===== config.mk =====
export PLATFORM = sky130hd
export DESIGN_NAME = apb_rr_arbiter
export DESIGN_NICKNAME = d
export VERILOG_FILES = /design/src/rtl/apb_rr_arbiter.sv
export SDC_FILE = /design/constraint.sdc
export NUM_CORES = 1
export LEC_CHECK = 0
export BUFFER_PORTS_ARGS = -buffer_cell sky130_fd_sc_hd__buf_4
export CAP_MARGIN = 20
export CORE_AREA = 5 5 157 159
export CTS_CLUSTER_DIAMETER = 40
export DETAILED_ROUTE_END_ITERATION = 12
export DIE_AREA = 0 0 162 164
export GPL_ROUTABILITY_DRIVEN = 0
export PLACE_DENSITY = 0.66
export SYNTH_ARGS = -nofsm -noshare
export SYNTH_HDL_FRONTEND = slang
export SYNTH_SLANG_ARGS = --single-unit

===== constraint.sdc =====
create_clock -name clk -period 4.4 [get_ports clk]
set_input_delay 0 -clock clk [delete_from_list [all_inputs] [get_ports clk]]
set_output_delay 0 -clock clk [all_outputs]
set_load 0.01 [all_outputs]

===== src/rtl/apb_rr_arbiter.sv =====
// Round-robin arbiter that shares one APB master port between NUM_REQ local
// requesters, running full SETUP/ACCESS transfers with wait states, slave error and timeout.
//
// state  | meaning
// IDLE   | bus quiet; arbitrate among eligible requesters, latch winner's command
// SETUP  | psel high for one cycle, bus fields driven from the latched command
// ACCESS | psel and penable high; wait for pready or the wait-state timeout
module apb_rr_arbiter #(
   parameter int NUM_REQ = 4,
   parameter int ADDR_W  = 32,
   parameter int DATA_W  = 32,
   parameter int TIMEOUT = 16
) (
   input  logic                      clk,
   input  logic                      rst,
   input  logic [NUM_REQ-1:0]        req_i,
   input  logic [NUM_REQ-1:0]        req_write_i,
   input  logic [NUM_REQ*ADDR_W-1:0] req_addr_i,
   input  logic [NUM_REQ*DATA_W-1:0] req_wdata_i,
   output logic [NUM_REQ-1:0]        gnt_o,
   output logic [NUM_REQ-1:0]        done_o,
   output logic [DATA_W-1:0]         rdata_o,
   output logic                      err_o,
   output logic                      psel_o,
   output logic                      penable_o,
   output logic [ADDR_W-1:0]         paddr_o,
   output logic                      pwrite_o,
   output logic [DATA_W-1:0]         pwdata_o,
   input  logic                      pready_i,
   input  logic [DATA_W-1:0]         prdata_i,
   input  logic                      pslverr_i
);

   localparam int PTR_W = $clog2(NUM_REQ);
   localparam int CNT_W = ($clog2(TIMEOUT + 1) < 1) ? 1 : $clog2(TIMEOUT + 1);

   localparam logic [1:0] S_IDLE   = 2'd0;
   localparam logic [1:0] S_SETUP  = 2'd1;
   localparam logic [1:0] S_ACCESS = 2'd2;

   logic [1:0]         state;
   logic [PTR_W-1:0]   ptr;
   logic [CNT_W-1:0]   wait_cnt;
   logic [CNT_W-1:0]   wait_cnt_inc;
   logic               timeout_hit;
   logic               complete;
   logic [NUM_REQ-1:0] eligible;
   logic [NUM_REQ-1:0] rotated;
   logic               found;
   logic [PTR_W-1:0]   winner;
   logic [PTR_W-1:0]   ptr_next;
   int                 idx;

   // A requester still holding req_i on its own completion cycle must not win again.
   always_comb begin
      eligible = req_i & ~done_o;
      rotated  = NUM_REQ'({eligible, eligible} >> ptr);
      found    = 1'b0;
      winner   = ptr;
      idx      = 0;
      for (int i = 0; i < NUM_REQ; i++) begin
         if (!found && rotated[i]) begin
            found = 1'b1;
            idx   = int'(ptr) + i;
            if (idx >= NUM_REQ) idx = idx - NUM_REQ;
            winner = PTR_W'(idx);
         end
      end
      ptr_next = (winner == PTR_W'(NUM_REQ - 1)) ? '0 : winner + 1'b1;
   end

   assign wait_cnt_inc = wait_cnt + 1'b1;
   assign timeout_hit  = (TIMEOUT != 0) && (wait_cnt_inc == CNT_W'(TIMEOUT));
   assign complete     = (state == S_ACCESS) && (pready_i || timeout_hit);

   always_ff @(posedge clk) begin
      if (rst) begin
         state     <= S_IDLE;
         ptr       <= '0;
         wait_cnt  <= '0;
         gnt_o     <= '0;
         done_o    <= '0;
         rdata_o   <= '0;
         err_o     <= 1'b0;
         psel_o    <= 1'b0;
         penable_o <= 1'b0;
         paddr_o   <= '0;
         pwrite_o  <= 1'b0;
         pwdata_o  <= '0;
      end else begin
         done_o <= '0;
         err_o  <= 1'b0;
         case (state)
            S_IDLE: begin
               if (found) begin
                  state    <= S_SETUP;
                  ptr      <= ptr_next;
                  psel_o   <= 1'b1;
                  gnt_o    <= NUM_REQ'(1) << winner;
                  paddr_o  <= req_addr_i[winner*ADDR_W +: ADDR_W];
                  pwrite_o <= req_write_i[winner];
                  pwdata_o <= req_write_i[winner] ? req_wdata_i[winner*DATA_W +: DATA_W] : '0;
               end
            end
            S_SETUP: begin
               state     <= S_ACCESS;
               penable_o <= 1'b1;
               wait_cnt  <= '0;
            end
            S_ACCESS: begin
               if (complete) begin
                  state     <= S_IDLE;
                  done_o    <= gnt_o;
                  err_o     <= pready_i ? pslverr_i : 1'b1;
                  if (pready_i && !pwrite_o) rdata_o <= prdata_i;
                  gnt_o     <= '0;
                  psel_o    <= 1'b0;
                  penable_o <= 1'b0;
                  paddr_o   <= '0;
                  pwrite_o  <= 1'b0;
                  pwdata_o  <= '0;
               end else begin
                  wait_cnt <= wait_cnt_inc;
               end
            end
            default: state <= S_IDLE;
         endcase
      end
   end

endmodule


==> results.json <==
{
  "status": "finished clean",
  "power_frac_comb_pct": 37.6,
  "routed-via-count": 7668,
  "dp.cells": 1337,
  "critical_register_to_register_path_startpoint": "done_o[0]",
  "synthAdderAreaFrac_pct": 1.67,
  "avg_inst_size_synth_sq_um": 8.71,
  "yosys.area.top_type_share_pct": 39.1,
  "power.internal_mw": 3.19,
  "design.final.nets": 1587,
  "first_pass_iters": 6,
  "power_per_cell_area_nw_per_um2": 382,
  "wl_per_cell_um": 18.0,
  "dieHeight_um": 164,
  "yosysWarnings": 0,
  "grtUsageTotal_pct": 20.3,
  "cts_made_buffers": 17,
  "report.final.setup_viol": 0,
  "cts_num_sinks": 117,
  "synth_top_cells_by_area": "sky130_fd_sc_hd__dfxtp_1, sky130_fd_sc_hd__mux2i_1, sky130_fd_sc_hd__nand2_1, sky130_fd_sc_hd__a21oi_1, sky130_fd_sc_hd__a32o_1",
  "drt-total-wl_um": 28500,
  "share_of_synthesized_area_occupied_by_flip_flops_and_latches_pct": 39.1,
  "r2r_setup_slack_ps": 660,
  "final_hold_violation_count": 0,
  "power.share.clock_pct": 33.7,
  "grt_pass1_wl_um": 42700,
  "fin_ws_ps": 662,
  "grt_start_max_net_pins": 111,
  "final_period_minus_worst_setup_slack_ps": 3740,
  "vdd_ir_drop_max_mv": 0.267,
  "timing.final.crit_share_pct": 85.0,
  "data_arrival_critical_path_ps": 4010,
  "relSlewSlack_pct": 27.4,
  "netSwitchingPower_mw": 1.39,
  "path_max_fanout": 53,
  "final_max_slew_viol_count": 0,
  "synth_compound_gate_area_share_pct": 22.9,
  "largest_family_of_logic_cells_by_synthesized_area": "compound AO/OA/AOI/OAI gates",
  "timing_worst_setup_path_type": "register to register",
  "pre_cts_ws_ps": 1340,
  "setup.worst_path.start_class": "register",
  "cts_setup_buffers": 0,
  "clk_root_buffer_cell": "sky130_fd_sc_hd__clkbuf_16",
  "post-route-drc-count": 0,
  "grt_antenna_before_repair": 0,
  "number_of_flops_mapped_to_enable_cells_by_yosys": 0,
  "postCtsResizedCells": 0,
  "synth-seq-cells": 117,
  "grt_overflow": 0,
  "synthDistinctLibCells": 45,
  "synth_simple_gate_area_share_pct": 11.9,
  "finish.cell_count_without_fillers": 1582,
  "leakagePower_nw": 5.54,
  "timing_worst_slew_pin_value_ps": 1090,
  "final_common_cell": "sky130_fd_sc_hd__buf_4",
  "final_setup_skew_ps": 12.1,
  "synth_xor_area_share_pct": 0,
  "drt-initial-drc-count": 502,
  "cts_hold_buffers": 213,
  "initial_core_util_pct": 25.9,
  "layout-area-overhead-vs-synth_pct": 99.6,
  "antenna-diode-count": 0,
  "synthesis.nets": 996,
  "fin_setup_tns_ps": 0,
  "h-tree-depth": 4,
  "drtAntennaViolNets": 0,
  "tritoncts": "done",
  "netSwitchingFraction_pct": 30.4,
  "cts_max_path_buffers": 2,
  "cell_type_with_the_highest_aggregate_area_in_the_netlist": "sky130_fd_sc_hd__dfxtp_1",
  "worst-endpoint-required_ps": 4680,
  "fmaxAchievable_mhz": 268,
  "worstHoldPathType": "primary input to register",
  "cp_endpoint_kind": "register",
  "grt_pass1_vias": 8147,
  "die_area_sq_um": 26600,
  "port-buffer-count": 407,
  "startpoint": "done_o[0]",
  "dp.final_hpwl_um": 19100,
  "synth_async_sr_flop_share_pct": 0,
  "ioPinCount": 408,
  "core.rowCount": 56,
  "postSynth.topFlopCell": "sky130_fd_sc_hd__dfxtp_1",
  "synth.cell_area_sq_um": 6000,
  "worst_hold_start": "req_wdata_i[79]",
  "synthCells": 688,
  "fraction_of_layout_instances_using_a_drive_strength_above_1_pct": 35.1,
  "reg_clk_slew_reported_paths_ps": 60,
  "max_cap_viols": 0,
  "die_w_um": 162,
  "layout_common_cells": "sky130_fd_sc_hd__buf_4, sky130_fd_sc_hd__dlygate4sd3_1, sky130_fd_sc_hd__nand2_1, sky130_fd_sc_hd__dfxtp_1, sky130_fd_sc_hd__mux2i_1",
  "post_synthesis_mux_area_share_pct": 16.9,
  "p_seq_share_pct": 28.6,
  "insertion_delay_ps": 410,
  "vias_per_cell": 4.85,
  "floorplan.core_area_sq_um": 23100,
  "unrepaired_setup_endpoints_after_global_routing": "false"
}
==> state kept, by name, indices dropped and copies added (netlist names), 2 cells and up <==
signal / flops
wait_cnt: 5
rdata_o: 32
gnt_o: 4
done_o: 4
paddr_o: 32
state: 2
ptr: 2
pwdata_o: 32
==> routing by layer <==
layer / global-route usage (%) / vias to the layer above / part of all wire [%]
met1: 22.2 / 3594 / 38
met2: 36.8 / 368 / 51
met4: 7.07 / 0 / 3.0
li1: - / 3652 / -
met3: 6.52 / 54 / 8.2
met5: 0 / - / 0
==> final cells by class <==
cell class	count	area, sq um
Tap cell	290	363
Clock inverter	12	203
Sequential cell	117	2340
Multi-Input combinational cell	478	3230
Fill cell	2054	11200
Inverter	40	150
Timing Repair Buffer	625	5240
Clock buffer	20	447
==> cell usage after synthesis (all sizes together), types with 3 or more instances <==
library cell / instances
nand2: 133
dfxtp: 117
mux2i: 101
a21oi: 72
inv: 39
o21ai: 35
a32o: 32
o221ai: 32
buf: 30
clkbuf: 23
nor2: 13
ha: 8
and2: 6
a22oi: 5
a311oi: 4
nand2b: 4
nor3: 4
a31oi: 3
==> final timing paths <==
path,cells after the start,end
setup / recovery,8,paddr_o[7]
hold / removal,4,pwdata_o[15]
setup reg to reg,8,paddr_o[7]
hold reg to reg,2,rdata_o[26]
==> cells by family after synthesis <==
kind of cell,Yosys count
AOI/OAI and AO/OA,197
and+or+nand+nor,172
DFF,117
muxes,101
buffers and inverters,93
adders and majority gates,8
==> power groups by stage <==
stage,Combinational (mW),Sequential (mW),Clock [mW]
2_1_floorplan,0.721,1.37,0
3_3_place_gp,1.34,1.32,0
3_5_place_dp,1.36,1.32,0
4_1_cts,1.70,1.31,1.58
5_1_grt,1.86,1.33,1.62
6_report,1.72,1.31,1.54
==> worst max-delay path: stages (launching register included) <==
cell	delay, ps
sky130_fd_sc_hd__dfxtp_1	360
sky130_fd_sc_hd__nand2b_1	200
sky130_fd_sc_hd__a311oi_1	160
sky130_fd_sc_hd__a311oi_4	480
sky130_fd_sc_hd__buf_4	770
sky130_fd_sc_hd__mux2i_1	260
sky130_fd_sc_hd__dlygate4sd3_1	570
sky130_fd_sc_hd__o221ai_1	140
sky130_fd_sc_hd__dlygate4sd3_1	650
==> stage by stage <==
step	instance area [sq um]	utilization (%)	power, mW	hold WS (ps)
detailed placement	9190	39.7	2.68	245
finish	12000	51.8	4.58	16.9
global placement	9190	39.7	2.67	246
global route	12000	51.8	4.81	12.7
floorplan	6000	-	2.09	124
CTS	12000	51.8	4.58	6.68
Power figures use the tool's default switching activity.
